<file path="src/rtl/mem_arbiter_if.sv">
// mem_arbiter_if: bundles the two requester ports and the RAM-side bus of
// the memory arbiter.
// The master modport is the environment: the CPU, the debug/loader port and
// the RAM data return. The slave modport is the arbiter itself.
interface mem_arbiter_if #(
    parameter int ADDR_WIDTH = 8,
    parameter int DATA_WIDTH = 8
);
    // CPU port (port 0)
    logic                  p0_req;
    logic                  p0_we;
    logic [ADDR_WIDTH-1:0] p0_addr;
    logic [DATA_WIDTH-1:0] p0_wdata;
    logic [DATA_WIDTH-1:0] p0_rdata;
    logic                  p0_ack;

    // Debug/loader port (port 1)
    logic                  p1_req;
    logic                  p1_we;
    logic [ADDR_WIDTH-1:0] p1_addr;
    logic [DATA_WIDTH-1:0] p1_wdata;
    logic [DATA_WIDTH-1:0] p1_rdata;
    logic                  p1_ack;

    // RAM side
    logic                  ram_en;
    logic                  ram_we;
    logic [ADDR_WIDTH-1:0] ram_addr;
    logic [DATA_WIDTH-1:0] ram_wdata;
    logic [DATA_WIDTH-1:0] ram_rdata;

    // Status
    logic                  busy;
    logic                  grant;

    modport master (
        output p0_req, p0_we, p0_addr, p0_wdata,
        output p1_req, p1_we, p1_addr, p1_wdata,
        output ram_rdata,
        input  p0_rdata, p0_ack, p1_rdata, p1_ack,
        input  ram_en, ram_we, ram_addr, ram_wdata,
        input  busy, grant
    );

    modport slave (
        input  p0_req, p0_we, p0_addr, p0_wdata,
        input  p1_req, p1_we, p1_addr, p1_wdata,
        input  ram_rdata,
        output p0_rdata, p0_ack, p1_rdata, p1_ack,
        output ram_en, ram_we, ram_addr, ram_wdata,
        output busy, grant
    );
endinterface

</file>
<file path="src/rtl/mem_arbiter.sv">
// mem_arbiter: shares one RAM between the CPU port (0) and the debug/loader
// port (1).
// Each access runs through IDLE -> ACCESS -> DONE. The RAM strobe is held for
// RAM_LATENCY cycles. The winner then gets a one-cycle ack carrying the read
// data.
// Optional macro MEM_ARB_ROUND_ROBIN_EN: when defined, ties alternate between
// the ports. When it is undefined, port 0 always wins a tie.
module mem_arbiter #(
    parameter int ADDR_WIDTH  = 8,
    parameter int DATA_WIDTH  = 8,
    parameter int RAM_LATENCY = 1
) (
    input  logic            clk,
    input  logic            reset,
    mem_arbiter_if.slave    io_bus
);

    typedef enum logic [1:0] {
        IDLE   = 2'd0,
        ACCESS = 2'd1,
        DONE   = 2'd2
    } state_t;

    state_t                r_state;
    state_t                w_nextState;
    logic [2:0]            r_count;
    logic                  r_grant;
    logic                  r_busy;
    logic                  r_ramEn;
    logic                  r_ramWe;
    logic [ADDR_WIDTH-1:0] r_ramAddr;
    logic [DATA_WIDTH-1:0] r_ramWdata;
    logic [DATA_WIDTH-1:0] r_p0Rdata;
    logic [DATA_WIDTH-1:0] r_p1Rdata;
    logic                  r_p0Ack;
    logic                  r_p1Ack;

    logic                  w_anyReq;
    logic                  w_pick;
    logic                  w_accept;
    logic                  w_countZero;

    assign w_anyReq    = io_bus.p0_req | io_bus.p1_req;
    assign w_accept    = (r_state == IDLE) && w_anyReq;
    assign w_countZero = (r_count == 3'd0);

`ifdef MEM_ARB_ROUND_ROBIN_EN
    logic r_lastGrant;

    // Tie goes to the port not granted last; a lone requester always wins
    always_comb begin
        w_pick = io_bus.p1_req;
        if (io_bus.p0_req && io_bus.p1_req) begin
            w_pick = ~r_lastGrant;
        end
    end

    // Grant history; port 0 counts as last granted after reset
    always_ff @(posedge clk) begin
        if (reset) begin
            r_lastGrant <= 1'b0;
        end else if (w_accept) begin
            r_lastGrant <= w_pick;
        end
    end
`else
    // Fixed priority: port 1 is picked only when port 0 is not requesting
    always_comb begin
        w_pick = ~io_bus.p0_req;
    end
`endif

    // Next-state logic for the access sequencer
    always_comb begin
        w_nextState = r_state;
        case (r_state)
            IDLE:    if (w_anyReq)    w_nextState = ACCESS;
            ACCESS:  if (w_countZero) w_nextState = DONE;
            DONE:    w_nextState = IDLE;
            default: w_nextState = IDLE;
        endcase
    end

    // State register; busy is registered from the next state so it is high exactly when state != IDLE
    always_ff @(posedge clk) begin
        if (reset) begin
            r_state <= IDLE;
            r_busy  <= 1'b0;
        end else begin
            r_state <= w_nextState;
            r_busy  <= (w_nextState != IDLE);
        end
    end

    // RAM bus, wait counter, grant and per-port read data / ack registers
    always_ff @(posedge clk) begin
        if (reset) begin
            r_count    <= 3'd0;
            r_grant    <= 1'b0;
            r_ramEn    <= 1'b0;
            r_ramWe    <= 1'b0;
            r_ramAddr  <= '0;
            r_ramWdata <= '0;
            r_p0Rdata  <= '0;
            r_p1Rdata  <= '0;
            r_p0Ack    <= 1'b0;
            r_p1Ack    <= 1'b0;
        end else begin
            case (r_state)
                IDLE: begin
                    if (w_anyReq) begin
                        r_grant    <= w_pick;
                        r_ramEn    <= 1'b1;
                        r_ramWe    <= w_pick ? io_bus.p1_we    : io_bus.p0_we;
                        r_ramAddr  <= w_pick ? io_bus.p1_addr  : io_bus.p0_addr;
                        r_ramWdata <= w_pick ? io_bus.p1_wdata : io_bus.p0_wdata;
                        r_count    <= 3'(RAM_LATENCY - 1);
                    end else begin
                        r_ramEn <= 1'b0;
                        r_ramWe <= 1'b0;
                    end
                end
                ACCESS: begin
                    if (w_countZero) begin
                        r_ramEn <= 1'b0;
                        r_ramWe <= 1'b0;
                        if (r_grant) begin
                            r_p1Rdata <= io_bus.ram_rdata;
                            r_p1Ack   <= 1'b1;
                        end else begin
                            r_p0Rdata <= io_bus.ram_rdata;
                            r_p0Ack   <= 1'b1;
                        end
                    end else begin
                        r_count <= r_count - 3'd1;
                    end
                end
                DONE: begin
                    r_p0Ack <= 1'b0;
                    r_p1Ack <= 1'b0;
                end
                default: begin
                    r_ramEn <= 1'b0;
                    r_ramWe <= 1'b0;
                    r_p0Ack <= 1'b0;
                    r_p1Ack <= 1'b0;
                end
            endcase
        end
    end

    assign io_bus.p0_rdata  = r_p0Rdata;
    assign io_bus.p0_ack    = r_p0Ack;
    assign io_bus.p1_rdata  = r_p1Rdata;
    assign io_bus.p1_ack    = r_p1Ack;
    assign io_bus.ram_en    = r_ramEn;
    assign io_bus.ram_we    = r_ramWe;
    assign io_bus.ram_addr  = r_ramAddr;
    assign io_bus.ram_wdata = r_ramWdata;
    assign io_bus.busy      = r_busy;
    assign io_bus.grant     = r_grant;

endmodule

</file>
<file path="src/flat_wrapper.sv">
// flat-port wrapper written by rule: the top's interface ports become plain ports
module mem_arbiter_flat 
#(
    parameter int ADDR_WIDTH  = 8,
    parameter int DATA_WIDTH  = 8,
    parameter int RAM_LATENCY = 1
)
  (clk, reset, io_bus_p0_req, io_bus_p0_we, io_bus_p0_addr, io_bus_p0_wdata, io_bus_p1_req, io_bus_p1_we, io_bus_p1_addr, io_bus_p1_wdata, io_bus_ram_rdata, io_bus_p0_rdata, io_bus_p0_ack, io_bus_p1_rdata, io_bus_p1_ack, io_bus_ram_en, io_bus_ram_we, io_bus_ram_addr, io_bus_ram_wdata, io_bus_busy, io_bus_grant);
  mem_arbiter_if #(.ADDR_WIDTH(ADDR_WIDTH), .DATA_WIDTH(DATA_WIDTH)) io_bus_i ();
  input  logic clk;
  input  logic reset;
  input wire logic [$bits(io_bus_i.p0_req)-1:0] io_bus_p0_req;
  input wire logic [$bits(io_bus_i.p0_we)-1:0] io_bus_p0_we;
  input wire logic [$bits(io_bus_i.p0_addr)-1:0] io_bus_p0_addr;
  input wire logic [$bits(io_bus_i.p0_wdata)-1:0] io_bus_p0_wdata;
  input wire logic [$bits(io_bus_i.p1_req)-1:0] io_bus_p1_req;
  input wire logic [$bits(io_bus_i.p1_we)-1:0] io_bus_p1_we;
  input wire logic [$bits(io_bus_i.p1_addr)-1:0] io_bus_p1_addr;
  input wire logic [$bits(io_bus_i.p1_wdata)-1:0] io_bus_p1_wdata;
  input wire logic [$bits(io_bus_i.ram_rdata)-1:0] io_bus_ram_rdata;
  output wire logic [$bits(io_bus_i.p0_rdata)-1:0] io_bus_p0_rdata;
  output wire logic [$bits(io_bus_i.p0_ack)-1:0] io_bus_p0_ack;
  output wire logic [$bits(io_bus_i.p1_rdata)-1:0] io_bus_p1_rdata;
  output wire logic [$bits(io_bus_i.p1_ack)-1:0] io_bus_p1_ack;
  output wire logic [$bits(io_bus_i.ram_en)-1:0] io_bus_ram_en;
  output wire logic [$bits(io_bus_i.ram_we)-1:0] io_bus_ram_we;
  output wire logic [$bits(io_bus_i.ram_addr)-1:0] io_bus_ram_addr;
  output wire logic [$bits(io_bus_i.ram_wdata)-1:0] io_bus_ram_wdata;
  output wire logic [$bits(io_bus_i.busy)-1:0] io_bus_busy;
  output wire logic [$bits(io_bus_i.grant)-1:0] io_bus_grant;
  assign io_bus_i.p0_req = io_bus_p0_req;
  assign io_bus_i.p0_we = io_bus_p0_we;
  assign io_bus_i.p0_addr = io_bus_p0_addr;
  assign io_bus_i.p0_wdata = io_bus_p0_wdata;
  assign io_bus_i.p1_req = io_bus_p1_req;
  assign io_bus_i.p1_we = io_bus_p1_we;
  assign io_bus_i.p1_addr = io_bus_p1_addr;
  assign io_bus_i.p1_wdata = io_bus_p1_wdata;
  assign io_bus_i.ram_rdata = io_bus_ram_rdata;
  assign io_bus_p0_rdata = io_bus_i.p0_rdata;
  assign io_bus_p0_ack = io_bus_i.p0_ack;
  assign io_bus_p1_rdata = io_bus_i.p1_rdata;
  assign io_bus_p1_ack = io_bus_i.p1_ack;
  assign io_bus_ram_en = io_bus_i.ram_en;
  assign io_bus_ram_we = io_bus_i.ram_we;
  assign io_bus_ram_addr = io_bus_i.ram_addr;
  assign io_bus_ram_wdata = io_bus_i.ram_wdata;
  assign io_bus_busy = io_bus_i.busy;
  assign io_bus_grant = io_bus_i.grant;
  mem_arbiter #(.ADDR_WIDTH(ADDR_WIDTH), .DATA_WIDTH(DATA_WIDTH), .RAM_LATENCY(RAM_LATENCY)) u_core (.clk(clk), .reset(reset), .io_bus(io_bus_i));
endmodule
</file>
<file path="config.mk">
export PLATFORM = sky130hd
export DESIGN_NAME = mem_arbiter_flat
export DESIGN_NICKNAME = d
export VERILOG_FILES = /design/src/rtl/mem_arbiter_if.sv /design/src/rtl/mem_arbiter.sv /design/src/flat_wrapper.sv
export SDC_FILE = /design/constraint.sdc
export NUM_CORES = 1
export LEC_CHECK = 0
export CORE_MARGIN = 2
export CORE_UTILIZATION = 25
export DETAILED_ROUTE_END_ITERATION = 10
export SYNTH_ARGS = -nofsm -noshare
export SYNTH_HDL_FRONTEND = slang
export SYNTH_SLANG_ARGS = --single-unit
</file>
<file path="constraint.sdc">
create_clock -name clk -period 1.4 [get_ports clk]
set_clock_uncertainty 0.05 [all_clocks]
set_input_delay 0.42 -clock clk [delete_from_list [all_inputs] [get_ports clk]]
set_output_delay 0.42 -clock clk [all_outputs]
set_load 0.05 [all_outputs]
</file>
== Word-level counts from Yosys, hierarchy flattened ==
Cells that the tools add are included.

* Register bits: 43
* Input port bits: 46
* Output and inout port bits: 38
* Logic and storage cells: 56

* $add $sub $neg: 1
* Equal/unequal tests: 7
* Multiplexer cells: 20
* Bitwise logic cells: 5
* Reduce and logical (&&, ||, !) cells: 11

{| class="wikitable"
|+ Operators with widths
! operator !! count
|-
| 8-bit two-way mux || 2
|-
| 3-bit AND reduction || 5
|-
| 1-bit two-way mux || 8
|-
| 3-bit two-way mux || 2
|-
| 2-bit by 1-bit inequality test with 1-bit output, second input constant || 3
|-
| 1-bit case mux with 3 select lines || 2
|-
| 3-bit case mux with 2 select lines || 1
|-
| 2-bit two-way mux || 2
|-
| 2-bit inequality test, second input constant || 2
|-
| 1-bit inverter || 4
|-
| 1-bit case mux with 2 select lines || 2
|-
| 2-bit case mux with 2 select lines || 1
|-
| 2-bit AND reduction || 2
|-
| 2-bit nonzero test || 2
|-
| 3-bit zero test || 1
|-
| 3-bit by 1-bit subtractor with 3-bit output, second input constant || 1
|-
| 2-bit by 1-bit == test with 1-bit output, second input constant || 1
|-
| 2-bit == test, second input constant || 1
|-
| 2-bit zero test || 1
|-
| 1-bit OR || 1
|}

== Depth between registers and ports, before layout ==
Gate-level depths: netlist of the first run.

* Depth after elaboration: 4
* Depth in mapped cells: 6
* Depth with buffers taken out: 5

== Worst setup path before layout of the first run ==
No wires, ideal clock.

* Path type: flip-flop to flip-flop
* From: register u_core.r_grant, in the netlist u_core.io_bus.grant
* To: register u_core.r_p1Rdata[0], in the netlist u_core.io_bus.p1_rdata[0]
* Library setup time: 0.072 ns
* Arrival time: 1.411 ns
* Slack: -0.133 ns
* Stages on the path, launching flop included: 4
* Buffers on the path: 0
* Period minus slack after synthesis: 1.533 ns
* Path through: dfxtp_1 -> inv_1 -> nor3_1 -> mux2i_1

* Word-level cells in the longest chain between the ends: 1

{| class="wikitable"
|+ Ends and longest elaborated chain
! item !! RTL line !! text
|-
| start: declaration || mem_arbiter.sv:27 || <nowiki>logic r_grant;</nowiki>
|-
| start signal: assignment || mem_arbiter.sv:112 || <nowiki>r_grant <= w_pick;</nowiki>
|-
| 3-bit AND reduction (no source line) || -- ||
|-
| end signal: assignment || mem_arbiter.sv:128 || <nowiki>r_p1Rdata <= io_bus.ram_rdata;</nowiki>
|-
| end: declaration || mem_arbiter.sv:34 || <nowiki>logic [DATA_WIDTH-1:0] r_p1Rdata;</nowiki>
|}

Every way passes these cells.
A chain may end at the register's enable or synchronous reset.

== Final worst setup path of the first run ==
* From: register u_core.r_state[0]
* To: register u_core.r_count[2]

* Word-level cells in the longest chain between the ends: 3
* Elaborated cells on any way between the ends: 7

{| class="wikitable"
|+ Ends and longest elaborated chain
! item !! RTL line !! text
|-
| start: declaration || mem_arbiter.sv:24 || <nowiki>state_t r_state;</nowiki>
|-
| start signal: assignment || mem_arbiter.sv:90 || <nowiki>r_state <= w_nextState;</nowiki>
|-
| 2-bit by 1-bit == test with 1-bit output / 2-bit zero test (equally long branches) || -- ||
|-
| 2-bit inequality test (no source line), or another cell as far along || -- ||
|-
| 3-bit AND reduction (no source line) || -- ||
|-
| end signal: assignment || mem_arbiter.sv:117 || <nowiki>r_count <= 3'(RAM_LATENCY - 1);</nowiki>
|-
| end signal: assignment || mem_arbiter.sv:135 || <nowiki>r_count <= r_count - 3'd1;</nowiki>
|-
| end: declaration || mem_arbiter.sv:26 || <nowiki>logic [2:0] r_count;</nowiki>
|}

Parallel ways exist; a longest one is shown, timed or not.

==> results.txt, run 1 <==
Non-filler cells in the finished layout -> 401
Drt first pass iters -> 6
CP bufs+invs -> 1
Placed Cells incl. Taps -> 387
Largest family of logic cells by synthesized area -> multiplexers
Grt ovf -> 0
DR iter-0 viols -> 51
Synth Flop Type -> dfxtp_1
FF-to-FF setup slack -> 0.06 ns
RSZ-0062 raised after global routing -> yes
Vias in the first global route -> 1,866
Synthesized flop and latch total -> 43
Worst Path Arrival -> 1.52 ns
Layout area overhead -> 90.4%
Max Clock Freq -> 746 MHz
Num rows -> 32
Mux contribution to synthesized area -> 17.1%
Post-DRT Antenna Nets -> 0
Die area -> 8450 um^2
Syn_area_per_cell -> 9.96 um^2
Initial antenna violation count -> 0
Slew Limit Fails -> 0
Synth Area in Compound Gates -> 15.3%
Sink Count -> 43
Final instance area -> 3680 um^2
Worst path max stage delay -> 0.50 ns
Simple-Gate Fraction of Synth Area -> 16.7%
Setup crit start kind -> flop
Top-count cell post-synth -> dfxtp_1
Peak supply drop -> 0.000468 V
Die height -> 91.9 um
Sequential share of the synthesized area -> 44.6%
CP cell instances -> buf_6 > nand2b_4 > or4b_1 > a31oi_1
Post-synth EDFFs -> 0
Top cell family by delay on the critical path -> simple AND/OR/NAND/NOR gates
Commonest cells post-synth -> dfxtp_1 (43), mux2i_1 (33), nand2b_1 (26), a21oi_1 (22), a211oi_1 (17)
Initial Util -> 25.4%
Pleak -> 0.00148 uW
Post-synthesis xor/xnor area fraction -> 0%
Endpoints failing hold -> 0
DP HPWL -> 3930 um
Synth area leaders -> dfxtp_1 (45%), mux2i_1 (17%), nand2b_1 (8.4%), a211oi_1 (6.6%), a21oi_1 (5.7%)
TritonCTS buffer count -> 5
CTS clk-pin slew, worst paths -> 0.09 ns
RePlAce Congestion -> 0.734
Via count -> 1,804
Final setup vio count -> 0
Asr flop ratio synth -> 0%
HP Class -> flop to flop
Worst setup EP type -> flop
Yosys cell types -> 29
Yosys top cell area share -> 44.6%
Hold Buf Count CTS -> 0
WL/cell -> 13.6 um
Largest net degree at the start of global routing -> 35
CTS root buf -> clkbuf_8
Mapped Cells -> 194
Critical path fanouts, max -> 6
Adder-Cell Fraction of Synth Area -> 1.30%
Placed cell area -> 3410 um^2
Status -> finished clean
Total power -> 3720 uW
Fin crit share -> 95.8%
Routed WL -> 5440 um
H-tree Lvls -> 2
Worst EP required -> 1.58 ns
First-pass GRT wire length -> 8890 um
Mapped cell area -> 1930 um^2
Core area -> 7610 um^2
DRC -> 0
Width of the die -> 91.9 um
Slew of the pin with the lowest slew margin -> 0.293 ns
Max cap viols -> 0
Rel. slew slack -> 80.4%
Number of I/O pins -> 84
Diodes inserted -> 0
Highest-delay cell along the critical path -> or4b_1
Most area-hungry cell type in the Yosys netlist -> dfxtp_1
Buffers added on ports -> 83
GRT Overall Usage -> 13.3%
Vias per Instance -> 4.50
Clock Latency Late Sink -> 0.29 ns
Layout cells sized above 1 -> 32.1%
Syn nets -> 242
Synth warnings -> 0
Setup Total Neg Slack -> 0 ns
CTS tree -> done
Critical path class -> flop to flop
Nets@finish -> 346
Min cycle time layout -> 1.34 ns
PD cells -> 1010 nW/um^2
Clock Tree Buf Depth -> 2
-- area by class of cell --
class,count,area [um^2]
clock buffers,6,82.6
clock inverters,2,35.0
fillers,717,3930
inverters,3,11.3
multi-input cells,134,1060
flip-flops and latches,43,870
well taps,102,128
repair buffers,111,1490
-- per-layer routing --
layer	GRT usage, %	vias to the layer above	share of wire (%)
met5	0	-	0
met4	4.48	0	0.74
met3	3.37	2	4.8
met2	23.7	47	52
met1	15.5	854	43
li1	-	901	-
-- flip-flops by register name, indices dropped and copies added (netlist names) --
signal,cells
u_core.io_bus.ram_en,1
u_core.io_bus.p0_rdata,8
u_core.r_count,3
u_core.io_bus.grant,1
u_core.io_bus.ram_addr,8
u_core.io_bus.ram_we,1
u_core.r_state,2
u_core.io_bus.ram_wdata,8
u_core.io_bus.p0_ack,1
u_core.io_bus.p1_ack,1
u_core.io_bus.busy,1
u_core.io_bus.p1_rdata,8
-- worst register-to-register path: stages (launching register included) --
cell	delay, ns
dfxtp_2	0.37
buf_6	0.11
nand2b_4	0.09
or4b_1	0.51
a31oi_1	0.16
-- per-stage QoR --
stage	hold WS [ns]	utilization, %	setup slack [ns]
6_report	0.434	48.4	0.0587
5_1_grt	0.467	48.4	-0.0366
4_1_cts	0.434	47.4	0.0145
3_5_place_dp	0.421	44.8	-0.500
3_3_place_gp	0.409	44.8	-0.455
2_1_floorplan	0.403	-	0.00372
-- logic make-up (layout without fill, tap and decap cells) --
group,after synthesis,count (layout)
compound gates,47,47
fa+ha+maj,2,2
buf+inv,19,122
flops,43,43
mux,33,33
simple gates,50,52
-- report_power, final --
part / internal [uW] / switching [uW] / total [uW]
registers: 1320 / 109 / 1430
clock network: 578 / 435 / 1010
logic: 671 / 602 / 1270
-- cells in the final DEF, fill, tap and decap left out, drive strengths merged, types with 2 or more instances in the layout --
master         Yosys  routed
mux2i             33      33
a31oi              4       4
nand3b             2       2
nor2b              2       2
nor2               3       3
nand3              4       4
ha                 2       2
clkdlybuf4s50      0      43
or2                2       4
inv                3       3
dfxtp             43      43
nor3               5       5
a211oi            17      17
clkbuf             8       6
nand2b            27      27
a21oi             22      22
buf                8      66
nand2              2       2
dlygate4sd2        0       2
o221ai             2       2
-- path summary, 6_finish.rpt --
path | from | end | depth (start not counted)
max reg2reg | u_core.r_state[0]$_SDFF_PP0_ | u_core.r_count[2]$_SDFFE_PP0P_ | 4
min reg2reg | u_core.r_count[1]$_SDFFE_PP0P_ | u_core.r_count[1]$_SDFFE_PP0P_ | 2
max | u_core.r_state[0]$_SDFF_PP0_ | u_core.r_count[2]$_SDFFE_PP0P_ | 4
min | u_core.r_count[1]$_SDFFE_PP0P_ | u_core.r_count[1]$_SDFFE_PP0P_ | 2
-- repair_timing --
item / 4_1_cts / 5_1_grt
setup buffers: 2 / 3
gates resized for setup: 13 / 16
pin swaps: 3 / 3
cloned: 2 / 0
endpoints found under the setup margin: 34 / 29
Note: power is estimated with default switching activity, not from simulation.
==> run 2: changes to the inputs <==
CAP_MARGIN = 20   (was default)
clock period = 1.7 ns   (was 1.4 ns; I/O delays follow)
==> run 2 against run 1 <==
  * Sequential cell count unchanged
  * Clock power shrank 34%
  * Critical path depth increased by 1
  * Sequential power shrank 18%
  * Power fell by 24%
  * Register-to-register slack better by 0.13 ns
  * Worst setup slack worse by 0.023 ns
  * Highest routed layer unchanged
==> results.txt, run 2 (synthesis gave the netlist of run 1 again) <==
First-pass GRT wire length -> 8660 um
Layout cells sized above 1 -> 24.7%
Status -> finished clean
Pleak -> 0.00135 uW
CTS root buf -> clkbuf_8
Rel. slew slack -> 73.2%
DR iter-0 viols -> 75
R2r startpoint -> u_core.r_count[0]$_SDFFE_PP0P_
Slew of the pin with the lowest slew margin -> 0.401 ns
Min cycle time layout -> 1.66 ns
Post-DRT Antenna Nets -> 0
Grt ovf -> 0
CP cell instances -> clkdlybuf4s50_1 > buf_4 > or2_2 > a21oi_1 > a211oi_1
Peak supply drop -> 0.000327 V
Post-Place Worst Slack -> -0.616 ns
DP HPWL -> 4010 um
Crit. Startpoint -> io_bus_p0_req
Vias in the first global route -> 1,750
Top cell family by delay on the critical path -> buffers and inverters
Setup crit start kind -> input port
Leading cell type in the layout, fill and taps excluded -> clkdlybuf4s50_1
HP Class -> flop to flop
Clock Latency Late Sink -> 0.30 ns
Via count -> 1,704
Die area -> 8450 um^2
Drt first pass iters -> 4
Max cap viols -> 0
Initial antenna violation count -> 0
Worst path max stage delay -> 0.45 ns
Routed WL -> 5270 um
WL/cell -> 13.6 um
Sink Count -> 43
Hold Buf Count CTS -> 0
Final setup vio count -> 0
TritonCTS buffer count -> 5
CP bufs+invs -> 2
Worst Path Arrival -> 1.78 ns
Critical path fanouts, max -> 8
Worst setup margin -> 0.0356 ns
Max Clock Freq -> 601 MHz
Worst setup EP type -> flop
Fillers -> 747
Diodes inserted -> 0
HP Start -> u_core.r_count[1]$_SDFFE_PP0P_
Core area -> 7610 um^2
Most frequent cells in the layout -> clkdlybuf4s50_1 (45), dfxtp_1 (43), buf_12 (38), mux2i_1 (33), nand2b_1 (26)
DRC -> 0
Die height -> 91.9 um
RSZ-0062 raised after global routing -> no
Worst EP required -> 1.82 ns
Critical path class -> input port to flop
Num rows -> 32
Placed cell area -> 3310 um^2
PD cells -> 825 nW/um^2
CTS tree -> done
H-tree Lvls -> 2
Final instance area -> 3420 um^2
Nets@finish -> 334
CTS clk-pin slew, worst paths -> 0.08 ns
RePlAce Congestion -> 0.728
Vias per Instance -> 4.38
Number of I/O pins -> 84
Slew Limit Fails -> 0
Fin crit share -> 97.9%
Initial Util -> 25.4%
Highest-delay cell along the critical path -> clkdlybuf4s50_1
Buffers added on ports -> 83
Endpoints failing hold -> 0
Layout area overhead -> 76.9%
GRT Overall Usage -> 12.8%
Width of the die -> 91.9 um
Clock Tree Buf Depth -> 2
Largest net degree at the start of global routing -> 21
[run 2: timing repair]
| item | in CTS | in global routing |
|---|---|---|
| pin swaps | 0 | 1 |
| setup buffers | 0 | 0 |
| endpoints found under the setup margin | 17 | 23 |
| hold endpoints to repair | 0 | 0 |
| resized for setup | 2 | 2 |
| cloned | 0 | 1 |
[run 2: metrics by stage]
step	power (uW)	TNS, ns	utilization [%]	hold slack [ns]	instances
after floorplan	1650	0	-	0.403	194
after global placement	2170	-10.36	43.6	0.414	380
after detailed placement	2180	-10.66	43.6	0.424	380
after CTS	2860	0	44.7	0.437	388
after global routing	2950	0	44.9	0.465	389
final	2820	0	44.9	0.433	389
[run 2: area by class of cell]
type	count	area [um^2]	share of cell area [%]
Timing Repair Buffer	100	1340	39.2
Inverter	3	11.3	0.330
Tap cell	102	128	3.73
Sequential cell	43	861	25.2
Clock inverter	2	12.5	0.366
Clock buffer	6	72.6	2.12
Multi-Input combinational cell	133	993	29.1
[run 2: path summary, 6_finish.rpt]
check,slack [ns],endpoint,cells past startpoint
max reg2reg,0.19,u_core.io_bus.p1_rdata[7]$_SDFFE_PP0P_,5
max,0.04,u_core.io_bus.ram_addr[0]$_SDFFE_PP0P_,5
min reg2reg,0.43,u_core.r_count[1]$_SDFFE_PP0P_,2
min,0.43,u_core.r_count[1]$_SDFFE_PP0P_,2
[run 2: worst register-to-register path: cells and delay by family (launching register included)]
kind | cells | cell delay [ns]
buffers and inverters | 1 | 0.09
adders and majority gates | 1 | 0.19
DFF | 1 | 0.32
and+or+nand+nor | 2 | 0.57
muxes | 1 | 0.22
[run 2: metal layers]
| metal | global-route usage [%] | vias to the layer above | part of all wire, % |
|---|---|---|---|
| met5 | 0 | - | 0 |
| met3 | 4.19 | 2 | 6.4 |
| li1 | - | 880 | - |
| met2 | 21.6 | 41 | 49 |
| met1 | 15.6 | 781 | 44 |
| met4 | 3.73 | 0 | 0.51 |
[run 2: where the power goes]
part           total (uW)  switching (uW)  internal, uW
Sequential           1170            83.7          1090
Clock                 663             375           288
Combinational         985             481           504
